[src/rtl/dca_matrix_step_sequencer_if.sv]
// Command and step-instruction bundle between the tiling sequencer (slave) and
// its environment (master: command source, step controller, retire feedback).
interface dca_matrix_step_sequencer_if #(
  parameter int BW_INDEX = 8
);
  logic                cmd_valid;
  logic                cmd_ready;
  logic [BW_INDEX-1:0] cmd_num_row_blk;
  logic [BW_INDEX-1:0] cmd_num_col_blk;
  logic [BW_INDEX-1:0] cmd_num_k_blk;
  logic                cmd_acc_init;

  logic                step_valid;
  logic                step_ready;
  logic                step_no_cal;
  logic                step_load_acc;
  logic                step_lsu0_req;
  logic                step_lsu1_req;
  logic                step_lsu2_req;
  logic                step_last;
  logic [BW_INDEX-1:0] step_row_idx;
  logic [BW_INDEX-1:0] step_col_idx;
  logic [BW_INDEX-1:0] step_k_idx;
  logic                step_retire;

  logic                busy;
  logic                done;

  modport master (
    output cmd_valid, cmd_num_row_blk, cmd_num_col_blk, cmd_num_k_blk, cmd_acc_init,
    output step_ready, step_retire,
    input  cmd_ready, step_valid, step_no_cal, step_load_acc, step_lsu0_req,
    input  step_lsu1_req, step_lsu2_req, step_last, step_row_idx, step_col_idx,
    input  step_k_idx, busy, done
  );

  modport slave (
    input  cmd_valid, cmd_num_row_blk, cmd_num_col_blk, cmd_num_k_blk, cmd_acc_init,
    input  step_ready, step_retire,
    output cmd_ready, step_valid, step_no_cal, step_load_acc, step_lsu0_req,
    output step_lsu1_req, step_lsu2_req, step_last, step_row_idx, step_col_idx,
    output step_k_idx, busy, done
  );
endinterface

[src/rtl/dca_matrix_step_sequencer.sv]
// Expands one blocked matmul command (R x C x K blocks) into per-step MAC
// instructions in i/j/k order, throttled by an issued-but-not-retired count.
module dca_matrix_step_sequencer #(
  parameter int BW_INDEX        = 8,
  parameter int MAX_OUTSTANDING = 4,
  localparam int BW_OUTSTANDING = $clog2(MAX_OUTSTANDING + 1)
) (
  input  logic clk,
  input  logic rstp,
  input  logic clear,
  dca_matrix_step_sequencer_if.slave bus
);

  typedef enum logic [1:0] {IDLE, ISSUE, DRAIN} state_t;

  localparam logic [BW_INDEX-1:0]       IDX_ONE = BW_INDEX'(1);
  localparam logic [BW_OUTSTANDING-1:0] OUT_ONE = BW_OUTSTANDING'(1);
  localparam logic [BW_OUTSTANDING-1:0] OUT_MAX = BW_OUTSTANDING'(MAX_OUTSTANDING);

  state_t                    state;
  logic [BW_INDEX-1:0]       num_row, num_col, num_k;
  logic [BW_INDEX-1:0]       row_idx, col_idx, k_idx;
  logic                      acc_init;
  logic [BW_OUTSTANDING-1:0] outstanding;

  logic in_issue, hs, retire_ok, last_k, last_col, last_row, zero_dim;

  always_comb begin
    in_issue  = (state == ISSUE);
    last_k    = (k_idx == num_k - IDX_ONE);
    last_col  = (col_idx == num_col - IDX_ONE);
    last_row  = (row_idx == num_row - IDX_ONE);
    zero_dim  = (bus.cmd_num_row_blk == '0) || (bus.cmd_num_col_blk == '0) ||
                (bus.cmd_num_k_blk == '0);
    // valid only depends on registered state, so it cannot glitch with step_ready
    bus.step_valid = in_issue && (outstanding < OUT_MAX);
    hs        = bus.step_valid && bus.step_ready;
    retire_ok = bus.step_retire && (outstanding != '0);
  end

  // Opcode bits are gated by ISSUE so the idle bus reads all zeros.
  always_comb begin
    bus.step_no_cal   = 1'b0;
    bus.step_lsu0_req = in_issue;
    bus.step_lsu1_req = in_issue;
    bus.step_load_acc = in_issue && acc_init && (k_idx == '0);
    bus.step_lsu2_req = in_issue && last_k;
    bus.step_last     = in_issue && last_k;
    bus.step_row_idx  = row_idx;
    bus.step_col_idx  = col_idx;
    bus.step_k_idx    = k_idx;
    bus.cmd_ready     = (state == IDLE);
    bus.busy          = (state != IDLE);
    bus.done          = (state == DRAIN) && (outstanding == '0);
  end

  always_ff @(posedge clk or posedge rstp) begin
    if (rstp) begin
      state       <= IDLE;
      num_row     <= '0;
      num_col     <= '0;
      num_k       <= '0;
      acc_init    <= 1'b0;
      row_idx     <= '0;
      col_idx     <= '0;
      k_idx       <= '0;
      outstanding <= '0;
    end else if (clear) begin
      state       <= IDLE;
      row_idx     <= '0;
      col_idx     <= '0;
      k_idx       <= '0;
      outstanding <= '0;
    end else begin
      if (hs && !retire_ok)      outstanding <= outstanding + OUT_ONE;
      else if (!hs && retire_ok) outstanding <= outstanding - OUT_ONE;

      case (state)
        IDLE: if (bus.cmd_valid) begin
          num_row  <= bus.cmd_num_row_blk;
          num_col  <= bus.cmd_num_col_blk;
          num_k    <= bus.cmd_num_k_blk;
          acc_init <= bus.cmd_acc_init;
          row_idx  <= '0;
          col_idx  <= '0;
          k_idx    <= '0;
          state    <= zero_dim ? DRAIN : ISSUE;
        end
        ISSUE: if (hs) begin
          if (!last_k) k_idx <= k_idx + IDX_ONE;
          else begin
            k_idx <= '0;
            if (!last_col) col_idx <= col_idx + IDX_ONE;
            else begin
              col_idx <= '0;
              // row index parks at R-1 on the final step; it is cleared on the next accept
              if (last_row) state <= DRAIN;
              else          row_idx <= row_idx + IDX_ONE;
            end
          end
        end
        DRAIN: if (outstanding == '0) state <= IDLE;
        default: state <= IDLE;
      endcase
    end
  end

endmodule

[src/flat_wrapper.sv]
// flat-port wrapper written by rule: the top's interface ports become plain ports
module dca_matrix_step_sequencer_flat 
#(
  parameter int BW_INDEX        = 8,
  parameter int MAX_OUTSTANDING = 4,
  localparam int BW_OUTSTANDING = $clog2(MAX_OUTSTANDING + 1)
)
  (clk, rstp, clear, bus_cmd_valid, bus_cmd_num_row_blk, bus_cmd_num_col_blk, bus_cmd_num_k_blk, bus_cmd_acc_init, bus_step_ready, bus_step_retire, bus_cmd_ready, bus_step_valid, bus_step_no_cal, bus_step_load_acc, bus_step_lsu0_req, bus_step_lsu1_req, bus_step_lsu2_req, bus_step_last, bus_step_row_idx, bus_step_col_idx, bus_step_k_idx, bus_busy, bus_done);
  dca_matrix_step_sequencer_if #(.BW_INDEX(BW_INDEX)) bus_i ();
  input  logic clk;
  input  logic rstp;
  input  logic clear;
  input wire logic [$bits(bus_i.cmd_valid)-1:0] bus_cmd_valid;
  input wire logic [$bits(bus_i.cmd_num_row_blk)-1:0] bus_cmd_num_row_blk;
  input wire logic [$bits(bus_i.cmd_num_col_blk)-1:0] bus_cmd_num_col_blk;
  input wire logic [$bits(bus_i.cmd_num_k_blk)-1:0] bus_cmd_num_k_blk;
  input wire logic [$bits(bus_i.cmd_acc_init)-1:0] bus_cmd_acc_init;
  input wire logic [$bits(bus_i.step_ready)-1:0] bus_step_ready;
  input wire logic [$bits(bus_i.step_retire)-1:0] bus_step_retire;
  output wire logic [$bits(bus_i.cmd_ready)-1:0] bus_cmd_ready;
  output wire logic [$bits(bus_i.step_valid)-1:0] bus_step_valid;
  output wire logic [$bits(bus_i.step_no_cal)-1:0] bus_step_no_cal;
  output wire logic [$bits(bus_i.step_load_acc)-1:0] bus_step_load_acc;
  output wire logic [$bits(bus_i.step_lsu0_req)-1:0] bus_step_lsu0_req;
  output wire logic [$bits(bus_i.step_lsu1_req)-1:0] bus_step_lsu1_req;
  output wire logic [$bits(bus_i.step_lsu2_req)-1:0] bus_step_lsu2_req;
  output wire logic [$bits(bus_i.step_last)-1:0] bus_step_last;
  output wire logic [$bits(bus_i.step_row_idx)-1:0] bus_step_row_idx;
  output wire logic [$bits(bus_i.step_col_idx)-1:0] bus_step_col_idx;
  output wire logic [$bits(bus_i.step_k_idx)-1:0] bus_step_k_idx;
  output wire logic [$bits(bus_i.busy)-1:0] bus_busy;
  output wire logic [$bits(bus_i.done)-1:0] bus_done;
  assign bus_i.cmd_valid = bus_cmd_valid;
  assign bus_i.cmd_num_row_blk = bus_cmd_num_row_blk;
  assign bus_i.cmd_num_col_blk = bus_cmd_num_col_blk;
  assign bus_i.cmd_num_k_blk = bus_cmd_num_k_blk;
  assign bus_i.cmd_acc_init = bus_cmd_acc_init;
  assign bus_i.step_ready = bus_step_ready;
  assign bus_i.step_retire = bus_step_retire;
  assign bus_cmd_ready = bus_i.cmd_ready;
  assign bus_step_valid = bus_i.step_valid;
  assign bus_step_no_cal = bus_i.step_no_cal;
  assign bus_step_load_acc = bus_i.step_load_acc;
  assign bus_step_lsu0_req = bus_i.step_lsu0_req;
  assign bus_step_lsu1_req = bus_i.step_lsu1_req;
  assign bus_step_lsu2_req = bus_i.step_lsu2_req;
  assign bus_step_last = bus_i.step_last;
  assign bus_step_row_idx = bus_i.step_row_idx;
  assign bus_step_col_idx = bus_i.step_col_idx;
  assign bus_step_k_idx = bus_i.step_k_idx;
  assign bus_busy = bus_i.busy;
  assign bus_done = bus_i.done;
  dca_matrix_step_sequencer #(.BW_INDEX(BW_INDEX), .MAX_OUTSTANDING(MAX_OUTSTANDING)) u_core (.clk(clk), .rstp(rstp), .clear(clear), .bus(bus_i));
endmodule
[config.mk]
export PLATFORM = sky130hd
export DESIGN_NAME = dca_matrix_step_sequencer_flat
export DESIGN_NICKNAME = d
export VERILOG_FILES = /design/src/rtl/dca_matrix_step_sequencer_if.sv /design/src/rtl/dca_matrix_step_sequencer.sv /design/src/flat_wrapper.sv
export SDC_FILE = /design/constraint.sdc
export NUM_CORES = 1
export LEC_CHECK = 0
export CORE_ASPECT_RATIO = 1.1
export CORE_UTILIZATION = 30
export DETAILED_ROUTE_END_ITERATION = 8
export PLACE_DENSITY = 0.58
export SYNTH_ARGS = -nofsm -noshare
export SYNTH_HDL_FRONTEND = slang
export SYNTH_SLANG_ARGS = --single-unit
[constraint.sdc]
create_clock -name clk -period 3.05 [get_ports clk]
set_input_delay 0.4575 -clock clk [delete_from_list [all_inputs] [get_ports clk]]
set_output_delay 0.4575 -clock clk [all_outputs]
set_load 0.01 [all_outputs]
Word-level counts from Yosys, hierarchy flattened
Cells that the tools add are included.
{"block": "totals", "register_bits": 54, "wordCells": 87}
{"block": "op_classes", "n_mux": 28, "reduce_logical": 28, "n_bitwise": 1, "n_addsub": 8, "n_eq_ne": 12, "n_lt_le_gt_ge": 1}
{"op": "2-to-1 mux 8 bit", "n": 13}
{"op": "case mux 8 bit (2 select lines)", "n": 3}
{"op": "zero test 8 bit", "n": 4}
{"op": "adder 8 x 1 -> 8 bit, second input constant", "n": 3}
{"op": "equality test 8 bit", "n": 3}
{"op": "subtractor 8 x 1 -> 8 bit, second input constant", "n": 3}
{"op": "inequality test 3 bit, second input constant", "n": 7}
{"op": "2-to-1 mux 2 bit", "n": 8}
{"op": "AND reduction 6 bit", "n": 2}
{"op": "logical AND 1 bit", "n": 9}
{"op": "2-to-1 mux 3 bit", "n": 3}
{"op": "nonzero test 3 bit", "n": 3}
{"op": "case mux 2 bit (3 select lines)", "n": 1}
{"op": "AND reduction 3 bit", "n": 2}
{"op": "AND reduction 4 bit", "n": 1}
{"op": "adder 3 x 1 -> 3 bit, second input constant", "n": 1}
{"op": "zero test 3 bit", "n": 1}
{"op": "less-than comparator 3 bit, second input constant", "n": 1}
{"op": "subtractor 3 x 1 -> 3 bit, second input constant", "n": 1}
{"op": "equality test 2 x 1 -> 1 bit, second input constant", "n": 1}
{"op": "equality test 2 bit, second input constant", "n": 1}
{"op": "zero test 1 bit", "n": 2}
{"op": "zero test 2 bit", "n": 1}
{"op": "logical OR 1 bit", "n": 2}
{"op": "2 further kinds", "n": 2}

Longest topological paths before layout
Gate-level depths: netlist of the first run.
{"block": "logic_depth", "ltp_word": 8, "mapped_depth": 11, "depth_no_buf": 9}

Worst setup path before layout of the first run
Ideal clock, no wire load.
{"block": "synth_timing", "path_type": "reg-to-reg", "from": "register u_core.num_row[0]", "to": "register u_core.row_idx[0] (netlist: u_core.bus.step_row_idx[0])", "arrival_time_ns": 2.403, "setup_slack_ns": 0.522, "setup_ns": 0.125, "path_stages_with_launch": 12, "required_time_ns": 2.925, "path_buffers": 2, "path_cell_list": "dfrtp_1 > inv_1 > ha_1 > clkbuf_1 > nor3b_1 > xnor2_1 > o2111ai_1 > or4_4 > nand4b_4 > buf_6 > nor2_1 > mux2_2"}
{"block": "synth_between", "elab_chain_len": 4}
{"item": "start: declaration", "line_no": "dca_matrix_step_sequencer.sv:21", "rtl": "logic [BW_INDEX-1:0] num_row, num_col, num_k;"}
{"item": "start signal: assignment", "line_no": "dca_matrix_step_sequencer.sv:80", "rtl": "num_row <= bus.cmd_num_row_blk;"}
{"item": "subtractor 8 x 1 -> 8 bit", "line_no": "dca_matrix_step_sequencer.sv:32", "rtl": "last_row = (row_idx == num_row - IDX_ONE);"}
{"item": "equality test 8 bit", "line_no": "dca_matrix_step_sequencer.sv:32"}
{"item": "inequality test 3 bit (no line)"}
{"item": "AND reduction 6 bit (no line)"}
{"item": "end signal: assignment", "line_no": "dca_matrix_step_sequencer.sv:98", "rtl": "else row_idx <= row_idx + IDX_ONE;"}
{"item": "end: declaration", "line_no": "dca_matrix_step_sequencer.sv:22", "rtl": "logic [BW_INDEX-1:0] row_idx, col_idx, k_idx;"}
Every way passes these cells.
A chain may end at the register's enable or synchronous reset.

Worst setup path after layout of the first run
{"block": "layout_timing", "from": "register u_core.state[0]", "to": "output port bus_step_load_acc"}
{"block": "layout_between", "elab_chain_len": 3}
{"item": "start: declaration", "line_no": "dca_matrix_step_sequencer.sv:20", "rtl": "state_t state;"}
{"item": "start signal: assignment", "line_no": "dca_matrix_step_sequencer.sv:87", "rtl": "state <= zero_dim ? DRAIN : ISSUE;"}
{"item": "equality test 2 x 1 -> 1 bit", "line_no": "dca_matrix_step_sequencer.sv:29", "rtl": "in_issue = (state == ISSUE);"}
{"item": "logical AND 1 bit (2 in a row)", "line_no": "dca_matrix_step_sequencer.sv:46", "rtl": "bus.step_load_acc = in_issue && acc_init && (k_idx == '0);"}
{"item": "end: declaration", "line_no": "flat_wrapper.sv:23", "rtl": "output wire logic [$bits(bus_i.step_load_acc)-1:0] bus_step_load_acc;"}
Every way passes these cells.

==> results.toml, run 1 <==
[outcome]
status = "completed"

[power_and_ir_drop]
p_leak_nw = 1.87
power_density_mw_per_mm2 = 724
p_int_mw = 1.97
p_seq_share_pct = 36.3
switchingPower_mw = 1.36
ir_drop_v = 0.000255
p_clk_share_pct = 17.9
comb_power_share_pct = 45.8
p_sw_share_pct = 40.8
fin_total_pwr_mw = 3.33

[logic_synthesis]
yosys-top-cells-area = "dfrtp_1 (37%), mux2_2 (6.2%), xnor2_1 (3.8%), xor2_1 (3.8%), nand2_1 (3.6%)"
syn-cell-area_mm2 = 0.00364
synth-seq-cells = 54
async_reset_ff_share_pct = 100
yosysTopAreaCell = "dfrtp_1"
synth-xor-area-share_pct = 7.69
ys_warn_count = 0
ys.flop_type = "dfrtp_1"
synth_top_area_share_pct = 37.1
synth-simple-area-share_pct = 24.9
ys_types = 58
netlist_instances = 401
ys_seq_area_share_pct = 37.1
synth.mux.area_fraction_pct = 7.01
synth_fa_ha_area_share_pct = 2.95
syn_area_per_cell_um2 = 9.09
postSynthNetCount = 440
synth-compound-area-share_pct = 14.7
synth_top_family_by_area = "simple AND/OR/NAND/NOR gates"
synth-edff-count = 0

[worst_setup_path]
cp_num_cells = 5
cp.required_ps = 2590
r2r_slack_ps = 290
crit_type = "flip-flop to output port"
worst_path_largest_cell_delay_ps = 620
end_kind = "output port"
cp_num_buf_inv = 2
critPathTopFamily = "buffers and inverters"
reg2reg_depth = 10
timing.rr.start = "u_core.num_k[1]$_DFFE_PP0P_"
cp_max_fo = 9
critPathArrivalTime_ps = 2310
critPathLaunchType = "flip-flop"
slowest_stage = "clkdlybuf4s50_1"
path_cells = "nand2b_1 > inv_1 > nand3_1 > nor4_1 > clkdlybuf4s50_1"
reg2reg_to = "u_core.bus.step_row_idx[6]$_DFFE_PP0P_"

[grt]
grt_remaining_overflow = 0
grt_max_degree = 55
grtUsageTotal_pct = 15.0
antenna_found_initial = 0
grt_pass1_vias = 3017
grt_pass1_wl_um = 15100

[detailed_routing]
viasPerCell = 5.15
ant_nets = 0
vias = 3136
drc = 0
wl_um = 8890
drt_first_iter_violations = 158
drt_pre_antenna_iters = 4
wl_per_cell_um = 14.6

[sta]
hold_violations = 0
fin_crit_ps = 2770
clock_skew_ps = 8.95
setup_viol_count_final = 0
slew_violations = 0
rsz0062_at_grt = "no"
max-slew-margin-rel_pct = 36.6
whs_ps = 541
fin_tns_setup_ps = 0
timing.fmax_mhz = 361
finalCritPeriodShare_pct = 90.8
tightestPinTransition_ps = 947

[clocking]
cts-buffers-inserted = 5
root_buffer = "clkbuf_16"
cts_num_sinks = 54
clk_pin_slew_worst_paths_ps = 80
tritoncts = "yes"
insertion_delay_ps = 300
htree_levels = 2
cts_buffer_depth = 2

[hold_path]
hp-start = "u_core.num_col[7]$_DFFE_PP0P_"
hold_depth = 1
holdCritPathClass = "flip-flop to flip-flop"
hold_end = "u_core.num_col[7]$_DFFE_PP0P_"

[floorplan]
placementRows = 41
start_util_pct = 31.3
die-area_mm2 = 0.0126
die_y_um = 118
die_w_um = 107
io_pins = 65
core_area_mm2 = 0.0116

[place]
placed_area_mm2 = 0.00442
portBuffers = 63
gp_congestion = 0.804
hpwlAfterDp_um = 6760

[job]
drv_cap = 0

[layout]
syn2layout_area_growth_pct = 26.2
diodes = 0
drive_gt1_share_pct = 12.0
fin_area_mm2 = 0.00460
nets = 497
[flip-flops by register name (all words and copies together) (netlist names), 2 cells and up]
register                 count
u_core.num_row               8
u_core.bus.step_col_idx      8
u_core.num_col               8
u_core.num_k                 8
u_core.bus.step_k_idx        8
u_core.state                 2
u_core.bus.step_row_idx      8
u_core.outstanding           3
[power groups by stage]
stage	registers (mW)	clock network, mW	logic, mW
after global routing	1.25	0.642	1.71
final	1.21	0.597	1.53
after floorplan	1.13	0	1.17
after detailed placement	1.23	0	1.49
after global placement	1.21	0	1.46
after CTS	1.21	0.610	1.54
[cells in the mapped netlist, drive strengths merged (12+ instances only)]
| master | instances |
|---|---|
| o21ai | 16 |
| nor2 | 24 |
| nor4 | 14 |
| clkbuf | 14 |
| nand2 | 35 |
| nand3 | 22 |
| dfrtp | 54 |
| nand2b | 12 |
| mux2 | 20 |
| xnor2 | 16 |
| xor2 | 16 |
| inv | 26 |
[layout make-up]
class                           instances  area, um2
Clock buffer                            5        125
Clock inverter                          3       25.0
Fill cell                            1150       7050
Inverter                               26       97.6
Multi-Input combinational cell        299       2110
Sequential cell                        54       1350
Tap cell                              150        188
Timing Repair Buffer                   72        703
[routing by layer]
metal | global-route usage, % | routed length [um] | up-vias
li1 | - | - | 1544
met1 | 19.7 | 4100 | 1519
met2 | 24.7 | 4340 | 63
met3 | 2.60 | 287 | 10
met4 | 4.97 | 159 | 0
met5 | 0 | 0 | -
[worst max-delay path by stage]
stage                                   from                                      to  slack (ps)
5_1_grt          u_core.num_k[1]$_DFFE_PP0P_  u_core.bus.step_row_idx[6]$_DFFE_PP0P_          80
3_3_place_gp     u_core.num_k[0]$_DFFE_PP0P_                           bus_step_last         210
2_1_floorplan  u_core.num_row[0]$_DFFE_PP0P_  u_core.bus.step_row_idx[0]$_DFFE_PP0P_         520
4_1_cts          u_core.num_k[1]$_DFFE_PP0P_                       bus_step_lsu2_req           2
3_5_place_dp     u_core.num_k[0]$_DFFE_PP0P_  u_core.bus.step_row_idx[6]$_DFFE_PP0P_         150
6_report         u_core.state[0]$_DFFE_PP0P_                       bus_step_load_acc         280
[stage by stage]
stage / instances / setup WS (ps) / util (%)
final: 609 / 281 / 39.5
after global routing: 609 / 80.6 / 39.5
after CTS: 609 / 1.86 / 39.4
after detailed placement: 600 / 145 / 38.0
after global placement: 600 / 211 / 38.0
after floorplan: 401 / 522 / -
[cell usage in the layout, fill, tap and decap left out, types with 7 or more instances in the layout]
| cell type | count |
|---|---|
| xnor2_1 | 16 |
| nor4_1 | 10 |
| nand3_1 | 22 |
| or4_1 | 7 |
| o21ai_0 | 16 |
| or3_1 | 8 |
| xor2_1 | 16 |
| clkdlybuf4s50_1 | 61 |
| o211ai_1 | 10 |
| mux2_2 | 20 |
| dfrtp_1 | 54 |
| nand2_1 | 35 |
| nor2_1 | 23 |
| nand2b_1 | 12 |
| nor3_1 | 9 |
| buf_4 | 9 |
| a21oi_1 | 10 |
| inv_1 | 25 |
[worst register-to-register path: cells and delay by family (launching register included)]
family / cells / cell delay, ps
flops: 1 / 410
simple gates: 2 / 800
compound gates: 5 / 980
buf+inv: 2 / 260
fa+ha+maj: 1 / 220
[cell families after synthesis]
| kind of cell | Yosys count |
|---|---|
| AOI/OAI and AO/OA | 74 |
| xor gates and xnor gates | 32 |
| adders and majority gates | 8 |
| buffers and inverters | 48 |
| DFF | 54 |
| muxes | 23 |
| other | 1 |
| and+or+nand+nor | 161 |
[repair_timing]
action                     in CTS  in global routing
gates resized for setup         4                  2
cloned                          0                  0
hold buffers                    0                  0
buffers inserted                1                  0
pin swaps                       1                  1
setup endpoints to repair       2                  2
Power figures use the tool's default switching activity.
==> inputs of run 2 (changes only) <==
PLACE_DENSITY = 0.6   (was 0.58)
clock period = 2.33 ns   (was 3.05 ns; I/O delays follow)
==> run 2 against run 1 <==
Cell area rose by 19%. Register-to-register slack got worse by 430 ps. Clock power up 31%. Global-route usage grew 1.5 points. Final cell count up 12%. Combinational power increased by 97%. Routed wire length increased by 15%. Sequential power increased by 28%. Largest power group unchanged. Critical path depth up 4. Setup slack got worse by 420 ps. The flow now finishes with violations (setup timing). Highest routed layer unchanged. Clock skew up 1.2 ps. Core utilization increased by 7.6 points.
==> results.toml, run 2 (same netlist as run 1, synthesis figures left out) <==
[outcome]
status = "complete, but fails checks"
violations = "setup timing"

[sta]
setup_viol_count_final = 19
clock_skew_ps = 10.1
timing.fmax_mhz = 405
fin_tns_setup_ps = -1300
finalCritPeriodShare_pct = 106
rsz0062_at_grt = "yes"
hold_violations = 0
slew_violations = 0
tightestPinTransition_ps = 790
fin_crit_ps = 2470
max-slew-margin-rel_pct = 47.1
layout_setup_ws_ps = -138

[floorplan]
die_y_um = 118
core_area_mm2 = 0.0116
die_w_um = 107
placementRows = 41
start_util_pct = 31.3
die-area_mm2 = 0.0126
io_pins = 65

[clocking]
clk_pin_slew_worst_paths_ps = 80
tritoncts = "yes"
hold_buffers = 0
insertion_delay_ps = 300
cts_num_sinks = 54
htree_levels = 2
cts-buffers-inserted = 5
root_buffer = "clkbuf_16"
cts_buffer_depth = 2

[grt]
grt_pass1_wl_um = 16700
grt_max_degree = 55
grt_pass1_vias = 3455
grt_remaining_overflow = 0
antenna_found_initial = 0
grtUsageTotal_pct = 16.5

[layout]
layout_common_cells = "buf_4 (68), clkdlybuf4s50_1 (60), dfrtp_1 (51)"
syn2layout_area_growth_pct = 50.5
drive_gt1_share_pct = 33.3
final_common_cell = "buf_4"
fin_area_mm2 = 0.00548
nets = 570
diodes = 0

[detailed_routing]
drc = 0
wl_per_cell_um = 15.0
drt_pre_antenna_iters = 4
wl_um = 10300
ant_nets = 0
viasPerCell = 5.06
drt_first_iter_violations = 141
vias = 3450

[place]
hpwlAfterDp_um = 7380
pre_cts_ws_ps = -266
portBuffers = 63
gp_congestion = 0.794
placed_area_mm2 = 0.00492

[power_and_ir_drop]
ir_drop_v = 0.000418
power_density_mw_per_mm2 = 975
fin_total_pwr_mw = 5.35
p_leak_nw = 2.31

[worst_setup_path]
crit_type = "flip-flop to flip-flop"
critPathArrivalTime_ps = 2710
critPathLaunchType = "flip-flop"
cp_max_fo = 7
end_kind = "flip-flop"
cp.required_ps = 2570

[hold_path]
holdCritPathClass = "primary input to async pin"

[job]
drv_cap = 0
## run 2: changes by cell type in the layout (fill, tap and decap cells not counted), moves of 4 or more
cell     change
inv_2        +5
buf_4       +59
buf_6       +10
nor2_1       -6
nand3_2      +4
nand3_1      -4
o21ai_0      -5
inv_1        -5
## run 2: final timing paths
path | slack (ps) | cells after the start | start | endpoint
hold reg to reg | 510 | 1 | u_core.acc_init$_DFFE_PP0P_ | u_core.acc_init$_DFFE_PP0P_
hold / removal | 430 | 3 | rstp | u_core.bus.step_k_idx[3]$_DFFE_PP0P_
setup reg to reg | -140 | 9 | u_core.num_k[0]$_DFFE_PP0P_ | u_core.bus.step_row_idx[3]$_DFFE_PP0P_
setup / recovery | -140 | 9 | u_core.num_k[0]$_DFFE_PP0P_ | u_core.bus.step_row_idx[3]$_DFFE_PP0P_
min in group clk | 510 | 1 | u_core.acc_init$_DFFE_PP0P_ | u_core.acc_init$_DFFE_PP0P_
max in group asynchronous | 1630 | 3 | rstp | u_core.num_k[3]$_DFFE_PP0P_
## run 2: through the flow
step / hold slack, ps / std cells / utilization (%)
2_1_floorplan: 466 / 401 / -
3_3_place_gp: 501 / 657 / 42.3
3_5_place_dp: 501 / 657 / 42.3
4_1_cts: 456 / 671 / 45.0
5_1_grt: 491 / 682 / 47.1
6_report: 428 / 682 / 47.1
## run 2: timing repair
action                                  4_1_cts  5_1_grt
hold endpoints to repair                      0        0
endpoints found under the setup margin       24       29
pin swaps                                    21       23
buffers inserted                              7       11
gates cloned                                  1        0
resized for setup                            50       35
## run 2: cell type report
class	instances	area, um2
repair buffers	144	1290
fillers	1082	6160
well taps	150	188
clock inverters	3	26.3
inverters	26	97.6
flip-flops and latches	54	1360
clock buffers	5	125
multi-input cells	300	2400
## run 2: worst max-delay path: stages (launching register included)
cell and delay, ps:
dfrtp_1 390, buf_4 160, buf_4 140, xnor2_2 140, a2111oi_4 440, o211ai_4 140, buf_6 150, nand4b_4 200
or4_1 550, nand3_1 80
## run 2: routing by layer
layer | global-route usage [%] | vias to the layer above | share of wire, %
li1 | - | 1695 | -
met1 | 20.8 | 1678 | 44
met5 | 0 | - | 0
met3 | 2.21 | 13 | 3.6
met4 | 5.48 | 0 | 1.8
met2 | 28.6 | 64 | 51
## run 2: power breakdown
part	switching, mW	internal, mW
Sequential	0.349	1.20
Combinational	1.40	1.62
Clock	0.375	0.405
Total	2.12	3.23
==> inputs of run 3 (changes only) <==
CTS_CLUSTER_DIAMETER = 50   (was unset)
==> results of run 3 <==
Final layout, timing and power as in run 2 (identical DEF).
